File: config.mk
export PLATFORM = sky130hd
export DESIGN_NAME = pipe_stage_regs
export DESIGN_NICKNAME = d
export VERILOG_FILES = /design/src/rtl/pipe_stage_regs.sv
export SDC_FILE = /design/constraint.sdc
export NUM_CORES = 1
export LEC_CHECK = 0
export ABC_AREA = 1
export ABC_CLOCK_PERIOD_IN_PS = 2300
export CAP_MARGIN = 20
export CORE_ASPECT_RATIO = 0.6
export CORE_MARGIN = 5
export CORE_UTILIZATION = 44
export DETAILED_ROUTE_END_ITERATION = 10
export PLACE_DENSITY = 0.82
export SLEW_MARGIN = 20
export SYNTH_ARGS = -nofsm -noshare
export SYNTH_HDL_FRONTEND = slang
export SYNTH_SLANG_ARGS = --single-unit
File: constraint.sdc
create_clock -name clk -period 2.3 [get_ports clk]
set_clock_uncertainty 0.2 [all_clocks]
set_input_delay 0.46 -clock clk [delete_from_list [all_inputs] [get_ports clk]]
set_output_delay 0.46 -clock clk [all_outputs]
set_load 0.01 [all_outputs]
File: src/rtl/pipe_stage_regs.sv
// ---------------------------------------------------------------------------
// pipe_stage_regs
//   Reusable inter-stage pipeline register for the 16-bit pipelined CPU
//   (F/D, D/X, X/M, M/W). It holds instr + oldPC + newPC, tracks a valid bit,
//   and supports stall (hold), flush (bubble insert), a ready/valid handshake
//   and a saturating count of stalled cycles.
//
//   Optional feature: define PIPE_SKID_EN to add a 1-entry skid buffer so that
//   in_ready is driven from a flop instead of combinationally from
//   out_ready/stall.
//
// Ports
//   clk          clock, all state updates on posedge
//   rst          synchronous active-high reset, dominates every other input
//   stall        hold stage contents (hazard unit)
//   flush        squash stage contents (branch mispredict), beats stall
//   in_valid     upstream payload valid
//   in_ready     stage accepts payload this cycle
//   instr_in     instruction in
//   oldPC_in     PC of the instruction
//   newPC_in     next/target PC
//   out_valid    stage holds a real instruction
//   out_ready    downstream accepts this cycle
//   instr_out    registered instruction (NOP_INSTR when not valid)
//   oldPC_out    registered oldPC
//   newPC_out    registered newPC
//   stall_count  cycles with stall=1 since reset, saturating
// ---------------------------------------------------------------------------
module pipe_stage_regs #(
  parameter int                 INSTR_W   = 16,
  parameter int                 PC_W      = 16,
  parameter logic [INSTR_W-1:0] NOP_INSTR = {INSTR_W{1'b0}},
  parameter int                 SCNT_W    = 8
) (
  input  logic               clk,
  input  logic               rst,
  input  logic               stall,
  input  logic               flush,
  input  logic               in_valid,
  output logic               in_ready,
  input  logic [INSTR_W-1:0] instr_in,
  input  logic [PC_W-1:0]    oldPC_in,
  input  logic [PC_W-1:0]    newPC_in,
  output logic               out_valid,
  input  logic               out_ready,
  output logic [INSTR_W-1:0] instr_out,
  output logic [PC_W-1:0]    oldPC_out,
  output logic [PC_W-1:0]    newPC_out,
  output logic [SCNT_W-1:0]  stall_count
);

  // The main register may take new contents when not stalled and either
  // empty or being drained downstream this cycle.
  logic advance;
  logic accept;

  // Source the main register loads from when it advances.
  logic               src_valid;
  logic [INSTR_W-1:0] src_instr;
  logic [PC_W-1:0]    src_old_pc;
  logic [PC_W-1:0]    src_new_pc;

  assign advance = ~stall & (out_ready | ~out_valid);
  assign accept  = in_valid & in_ready;

`ifdef PIPE_SKID_EN
  logic               skid_valid;
  logic [INSTR_W-1:0] skid_instr;
  logic [PC_W-1:0]    skid_old_pc;
  logic [PC_W-1:0]    skid_new_pc;

  // Ready depends only on skid occupancy (a flop) plus flush, which always
  // consumes and discards whatever is offered.
  assign in_ready = flush | ~skid_valid;

  // A full skid always drains first; in_ready is low then, so no input
  // competes with it and ordering is preserved.
  assign src_valid  = skid_valid | accept;
  assign src_instr  = skid_valid ? skid_instr  : instr_in;
  assign src_old_pc = skid_valid ? skid_old_pc : oldPC_in;
  assign src_new_pc = skid_valid ? skid_new_pc : newPC_in;

  always_ff @(posedge clk) begin
    if (rst || flush) begin
      skid_valid <= 1'b0;
    end else if (advance) begin
      // Either drains into main now or was empty and stays empty.
      skid_valid <= 1'b0;
    end else if (accept) begin
      skid_valid <= 1'b1;
    end
  end

  // NOTE: payload-only storage is not reset; skid_valid alone qualifies it,
  // so resetting the data would only add reset fan-out.
  always_ff @(posedge clk) begin
    if (!rst && !flush && !advance && accept) begin
      skid_instr  <= instr_in;
      skid_old_pc <= oldPC_in;
      skid_new_pc <= newPC_in;
    end
  end
`else
  // Without a skid there is nowhere to park data, so ready follows the
  // main register's ability to advance (combinational from out_ready/stall).
  assign in_ready   = flush | advance;
  assign src_valid  = accept;
  assign src_instr  = instr_in;
  assign src_old_pc = oldPC_in;
  assign src_new_pc = newPC_in;
`endif

  // NOTE: sequential state uses non-blocking assignments so every flop
  // samples pre-edge values regardless of statement order.
  always_ff @(posedge clk) begin
    if (rst) begin
      out_valid   <= 1'b0;
      instr_out   <= NOP_INSTR;
      oldPC_out   <= '0;
      newPC_out   <= '0;
      stall_count <= '0;
    end else begin
      // Saturate rather than wrap; flush leaves the count alone.
      if (stall && (stall_count != {SCNT_W{1'b1}})) begin
        stall_count <= stall_count + 1'b1;
      end

      if (flush) begin
        // Bubble insert: PCs keep their last values.
        out_valid <= 1'b0;
        instr_out <= NOP_INSTR;
      end else if (advance) begin
        if (src_valid) begin
          out_valid <= 1'b1;
          instr_out <= src_instr;
          oldPC_out <= src_old_pc;
          newPC_out <= src_new_pc;
        end else begin
          out_valid <= 1'b0;
          instr_out <= NOP_INSTR;
        end
      end
      // Otherwise stalled or back-pressured: everything holds.
    end
  end

endmodule
==> key figures, run 1 <==
Placed design
  • Port-buffer cells: about 110
  • Routability Congestion: 0.858
  • Post-DP HPWL: about 4.9 mm

Logic synthesis
  • Mapped Cells: 354
  • Mapped cell area: 0.00244 mm^2
  • Ys Warns: 0
  • Avg Synthesized Cell Area: 6.88 um^2
  • Dominant cell type by area after synthesis: dfxtp_1
  • Synth Net Count: roughly 410
  • Synth unique cells: 19
  • Area contributors post-synth: dfxtp_1 (47%), nand2_1 (17%), nor2_1 (13%)
  • Register area share after synthesis: a little under half
  • Register bit count reported by yosys: 57
  • Top-area cell type share of the netlist area: 46.8%

Worst setup path
  • CP most frequent cell: nand2_2
  • RR Startpoint: stall_count[0]
  • CP required: 1.64 ns
  • Slowest-stage cell, CP: clkdlybuf4s50_1
  • CP max stage delay: approximately 0.46 ns
  • CP max FO: 2
  • Crit path launch type: input pin
  • Crit path DAT: between 1 and 1.5 ns
  • Crit-path cells: clkdlybuf4s50_1 -> inv_1 -> nand2_2 -> nand2_2 -> nand2_1 -> dlygate4sd2_1
  • R2r setup slk: ~0.7 ns
  • Reg2reg path depth: 8
  • Worst Setup End Kind: output pin
  • Worst reg2reg endpoint: stall_count[3]
  • Setup CP Type: input pin to output pin

Power and ir drop
  • Leak Pwr: 0.00163 uW
  • Share of power burned in registers: 45.5%
  • P_sw: 530 uW
  • Max VDD drop: 0.000372 V
  • Internal Pwr Total: ~1800 uW
  • Combinational power share: between 10 and 15%
  • Power share of the clock group: 39.5%
  • Switch share: 23.0%
  • PwrDens: between 600 and 700 mW/mm^2

Clock tree
  • Clock Pin Slew Worst Setup and Hold Paths: around 0.06 ns
  • CTS max path bufs: 2
  • Worst-Skew Late Latency: 0.32 ns
  • CTS tree: done
  • CTS sink count: 57
  • # H-tree levels: 3
  • Root buffer cell: clkbuf_8
  • CTS Buf Count: 9
  • Postcts setup bufs: 0

Timing
  • Setup TNS: 0 ns
  • Tcrit/Tclk final: 88.7%
  • Max Slew Vio Count: 0
  • Final hold violations: 0
  • Worst Tran Pin Value: 0.539 ns
  • Setup violations, final: 0
  • Relative max-transition margin: 64.0%
  • Period minus WS final: 2.04 ns
  • RSZ-0062 raised after global routing: false
  • Fmax: 0.490 GHz

Hold path
  • Hold Path Origin: instr_out[13]
  • Hold Crit Class: flip-flop to flip-flop
  • Hold EP: instr_out[13]
  • Hold Path Stages: 2

Final layout
  • Area growth syn-to-layout: 55.8%
  • Antenna Cells: 0
  • Core Util, Final: between 60% and 70%
  • Number of fill cells in the layout: around 470
  • Share of post-route cells with drive strength above 1: 8.02%
  • Nets: between 500 and 600

Routing
  • Total number of vias: roughly 2.4k
  • Post-route ant nets: 0
  • Violation count after the first detailed-route iteration: 84
  • Detailed-route wire length: 6.43 mm
  • WL/cell: between 10 and 15 um
  • TritonRoute pass-1 iters: 4
  • Drt via density: 4.50
  • Residual DRC: 0

GRT
  • Largest net degree at the start of global routing: 56
  • Initial antenna violation count: 0
  • Vias in the first global route: 2207
  • Grt ovf: 0
  • Gr usage total: about 18%
  • First-pass GRT wire length: 10.1 mm

Outcome
  • Status: completed

Floorplanning
  • Initial Util: ~45%
  • Num rows: 21
  • Core area: 0.00547 mm^2
  • Die ar.: 0.00717 mm^2
  • Top Ports: 112
  • Die Width: roughly 110 um
  • DIE HEIGHT: 67.6 um

Flow run
  • MaxCap Viol Count: 0
what timing repair did:
item / in CTS / in global routing
gates resized for setup: 2 / 0
setup endpoints to repair: 1 / 0
hold buffers: 0 / 0
state kept, by name (all words and copies together) (netlist names):
name         cells
newPC_out       16
stall_count      8
oldPC_out       16
instr_out       16
out_valid        1
critical path: cells and delay by family:
family	cells	cell delay, ns
simple gates	3	0.15
buf+inv	3	0.77
synthesized netlist by cell type:
| master | instances |
|---|---|
| nand3b_1 | 1 |
| buf_1 | 3 |
| inv_1 | 42 |
| inv_2 | 1 |
| nor2_1 | 82 |
| ha_1 | 1 |
| nor2_8 | 1 |
| a21oi_1 | 22 |
| buf_8 | 1 |
| dfxtp_1 | 57 |
| nand2_1 | 110 |
| nand3_1 | 7 |
| nand2_2 | 12 |
| buf_6 | 6 |
| inv_6 | 1 |
| buf_2 | 3 |
| o21ai_0 | 2 |
| buf_4 | 1 |
| nand3_4 | 1 |
layout by cell type, fill, tap and decap left out:
cell type,n
clkinv_2,2
clkbuf_8,11
inv_1,42
clkbuf_1,1
nand3_4,1
ha_1,1
dlygate4sd2_1,2
a21oi_1,22
nand3b_1,1
nand2_1,110
nand2_2,12
o21ai_0,2
clkdlybuf4s50_1,109
dfxtp_1,57
nor2_8,1
inv_6,1
bufinv_16,1
nand3_1,7
inv_2,1
nor2_1,82
buf_4,6
buf_12,2
worst max path at each step:
| stage | from | to | slack [ns] |
|---|---|---|---|
| 3_3_place_gp | stall | in_ready | -0.03 |
| 4_1_cts | out_ready | in_ready | 0.25 |
| 3_5_place_dp | stall | in_ready | -0.03 |
| 6_report | out_ready | in_ready | 0.26 |
| 2_1_floorplan | stall | in_ready | 0.61 |
| 5_1_grt | out_ready | in_ready | 0.18 |
cell type report:
class,instances,area [um^2],area share (%)
clock buffers,12,155,4.09
flip-flops and latches,57,1140,30.1
inverters,44,170,4.48
well taps,69,86.3,2.27
repair buffers,119,1190,31.5
clock inverters,3,40.0,1.06
multi-input cells,239,1010,26.6
power groups by stage:
stage                     Combinational, uW  Clock, uW  Sequential [uW]
after floorplan                         132          0             1090
after global placement                  339          0             1070
after detailed placement                346          0             1070
after CTS                               347        934             1050
after global routing                    378        976             1050
final                                   344        910             1050
metal layers:
metal	up-vias	routed length, um	track usage [%]
met2	95	2730	28.0
li1	1278	-	-
met4	0	71	5.82
met1	1061	2910	21.7
met5	-	0	0
met3	9	717	8.98
per-stage QoR:
stage | total power, uW | instances | hold slack, ns | area, um^2 | worst slack (ns)
after floorplan | 1220 | 354 | 0.288 | 2440 | 0.613
after global placement | 1410 | 528 | 0.253 | 3600 | -0.0289
after detailed placement | 1420 | 528 | 0.256 | 3600 | -0.0252
after CTS | 2330 | 543 | 0.264 | 3790 | 0.247
after global routing | 2410 | 543 | 0.289 | 3790 | 0.183
final | 2300 | 543 | 0.265 | 3790 | 0.259
cell families after synthesis:
family                     count (synthesis)  share of synthesized area (%)
AOI/OAI and AO/OA                         24                           4.93
DFF                                       57                           46.8
and+or+nand+nor                          214                           36.0
adders and majority gates                  1                          0.514
buffers and inverters                     58                           11.8
(Power assumes the default switching activity.)
==> run 2: changes to the inputs <==
--- a/config.mk
+++ b/config.mk
@@ -6,13 +6,13 @@
 export NUM_CORES = 1
 export LEC_CHECK = 0
 export ABC_AREA = 1
-export ABC_CLOCK_PERIOD_IN_PS = 2300
+export ABC_CLOCK_PERIOD_IN_PS = 1900
 export CAP_MARGIN = 20
 export CORE_ASPECT_RATIO = 0.6
 export CORE_MARGIN = 5
-export CORE_UTILIZATION = 44
+export CORE_UTILIZATION = 41
 export DETAILED_ROUTE_END_ITERATION = 10
-export PLACE_DENSITY = 0.82
+export PLACE_DENSITY = 0.77
 export SLEW_MARGIN = 20
 export SYNTH_ARGS = -nofsm -noshare
 export SYNTH_HDL_FRONTEND = slang
==> constraint.sdc (replaced) <==
create_clock -name clk -period 1.9 [get_ports clk]
set_clock_uncertainty 0.2 [all_clocks]
set_input_delay 0.38 -clock clk [delete_from_list [all_inputs] [get_ports clk]]
set_output_delay 0.38 -clock clk [all_outputs]
set_load 0.01 [all_outputs]
==> key figures, run 2 (same netlist as run 1, synthesis figures left out) <==
Clock tree
  • # H-tree levels: 3 (unchanged)
  • CTS max path bufs: 2 (unchanged)
  • Clock Pin Slew Worst Setup and Hold Paths: 0.06 ns (about the same)
  • CTS sink count: 57 (unchanged)
  • Worst-Skew Late Latency: 0.32 ns (about the same)
  • Postcts setup bufs: 0 (unchanged)
  • Root buffer cell: clkbuf_8
  • CTS tree: done
  • CTS Buf Count: 9 (unchanged)

Timing
  • Relative max-transition margin: 78.5% (+15 points)
  • Worst hold-check slack: 0.262 ns (-0.00376 ns)
  • Max Slew Vio Count: 0 (unchanged)
  • Fmax: 0.550 GHz
  • Period minus WS final: between 1.5 and 2 ns
  • Setup violations, final: 0 (unchanged)
  • RSZ-0062 raised after global routing: false
  • Final hold violations: 0 (unchanged)
  • Tcrit/Tclk final: 95.6%
  • Worst Tran Pin Value: 0.322 ns (-0.217 ns)
  • Final WS setup: 0.0830 ns (-0.176 ns)

Power and ir drop
  • Leak Pwr: 0.00173 uW (+6.5%)
  • PwrDens: 720 mW/mm^2 (+19%)
  • Max VDD drop: 0.000485 V (+30%)

Placed design
  • Post-DP HPWL: 5.02 mm (+3.1%)
  • Routability Congestion: 0.840 (-2.1%)
  • Place WS: -0.299 ns (-0.274 ns)
  • Port-buffer cells: 111 (unchanged)
  • Placed inst area: 0.00371 mm^2 (+2.9%)

Outcome
  • Status: completed

GRT
  • Gr usage total: 17.7% (-0.18 points)
  • Largest net degree at the start of global routing: 28 (-50%)
  • First-pass GRT wire length: 10.8 mm (+7.3%)
  • Vias in the first global route: 2427 (+10%)
  • Initial antenna violation count: 0 (unchanged)
  • Grt ovf: 0 (unchanged)

Flow run
  • MaxCap Viol Count: 0 (unchanged)

Routing
  • Post-route ant nets: 0 (unchanged)
  • Residual DRC: 0 (unchanged)
  • Drt via density: 4.37 (-3.0%)
  • TritonRoute pass-1 iters: 4 (unchanged)
  • Total number of vias: 2449 (+0.25%)
  • Detailed-route wire length: 6.66 mm (+3.6%)
  • Violation count after the first detailed-route iteration: 125 (+49%)
  • WL/cell: 11.9 um (+0.24%)

Floorplanning
  • Core area: 0.00568 mm^2 (+3.8%)
  • Top Ports: 112 (unchanged)
  • Die ar.: 0.00763 mm^2 (+6.4%)
  • Die Width: 110 um (+3.3%)
  • Initial Util: 42.9% (-1.7 points)
  • Num rows: 21 (unchanged)
  • DIE HEIGHT: 69.7 um (+3.1%)

Worst setup path
  • CP required: 1.32 ns (-0.32 ns)
  • CP max stage delay: 0.55 ns (+0.09 ns)
  • Slowest-stage cell, CP: clkdlybuf4s50_1
  • CP max FO: 4 (+2)
  • Crit-path cells: clkdlybuf4s50_1
  • Kind of cell adding the most delay to the critical path: buffers and inverters
  • Setup CP Type: flip-flop to output pin
  • CP Buf/Inv Count: 1 (-2)
  • Crit path DAT: 1.24 ns (-0.14 ns)
  • Worst Setup End Kind: output pin
  • Crit path launch type: flip-flop

Final layout
  • FF/Latch Area: 0.00114 mm^2 (+0.33%)
  • Multi-input gate area: 0.00101 mm^2 (unchanged)
  • Share of post-route cells with drive strength above 1: 10.2% (+2.2 points)
  • Nets: 532 (+1.3%)
  • Area growth syn-to-layout: 60.3%
  • Antenna Cells: 0 (unchanged)
  • Largest regs: instr_out (16), newPC_out (16), oldPC_out (16)
  • Number of fill cells in the layout: 502 (+6.6%)
  • Fin area: 0.00391 mm^2 (+2.9%)
  • Leading cell type in the layout, fill and taps excluded: nand2_1
  • Highest-count cells in the layout ignoring fill and taps: nand2_1 (110), clkdlybuf4s50_1 (105), nor2_1 (82)

Hold path
  • Hold Crit Class: flip-flop to flip-flop
==> run 2: cell count changes in the layout (fill, tap and decap cells not counted), sizes merged <==
cell	before	now
dlymetal6s2s	0	3
buf	8	16
clkdlybuf4s50	109	105
==> run 2: what timing repair did <==
| item | 4_1_cts | 5_1_grt |
|---|---|---|
| setup endpoints to repair | 4 | 5 |
| hold buffers | 0 | 0 |
| gates resized for setup | 7 | 5 |
| gates cloned | 0 | 0 |
==> run 2: layout make-up <==
cell class | count | share of cell area [%]
clock buffers | 12 | 3.97
clock inverters | 3 | 1.03
inverters | 44 | 4.36
multi-input cells | 239 | 25.8
flip-flops and latches | 57 | 29.3
well taps | 80 | 2.56
repair buffers | 126 | 32.9
==> run 2: per-stage QoR <==
stage / utilization, % / setup TNS [ns] / instances / power, uW
floorplan: - / 0 / 354 / 1470
finish: 68.8 / 0 / 561 / 2810
global placement: 65.3 / -5.07 / 546 / 1720
detailed placement: 65.3 / -6.25 / 546 / 1730
global route: 68.8 / 0 / 561 / 2950
CTS: 68.8 / 0 / 561 / 2860
==> run 2: layer usage <==
layer	GRT usage (%)	share of wire [%]	vias up	wire length [um]
met1	19.6	44	1068	2910
met5	0	0	-	0
li1	-	-	1295	-
met3	11.3	13	5	868
met2	28.4	43	81	2840
met4	4.15	0.63	0	42
==> run 2: power by group <==
part | switching, uW | internal [uW] | leakage, uW | total [uW]
Sequential | 26.6 | 1240 | 0.000466 | 1270
Clock | 446 | 666 | 0.000102 | 1110
Combinational | 182 | 250 | 0.00117 | 432
==> run 2: final timing paths <==
kind                  start        endpoint  slack (ns)  depth (start not counted)
max          stall_count[1]  stall_count[1]        0.08                          1
min            instr_out[5]    instr_out[5]        0.26                          2
min reg2reg    instr_out[5]    instr_out[5]        0.26                          2
max reg2reg  stall_count[1]  stall_count[3]        0.37                          8
==> run 2: worst reg2reg max path: cells and delay by family (launching register included) <==
kind | cells | cell delay (ns)
fa+ha+maj | 1 | 0.20
simple gates | 6 | 0.62
flops | 1 | 0.37
buf+inv | 1 | 0.05
==> run 3: changes to the inputs <==
--- a/config.mk
+++ b/config.mk
@@ -11,6 +11,7 @@
 export CORE_ASPECT_RATIO = 0.6
 export CORE_MARGIN = 5
 export CORE_UTILIZATION = 41
+export CTS_CLUSTER_SIZE = 16
 export DETAILED_ROUTE_END_ITERATION = 10
 export PLACE_DENSITY = 0.77
 export SLEW_MARGIN = 20
==> results of run 3 <==
No change in the layout: final DEF, timing and power equal those of run 2.
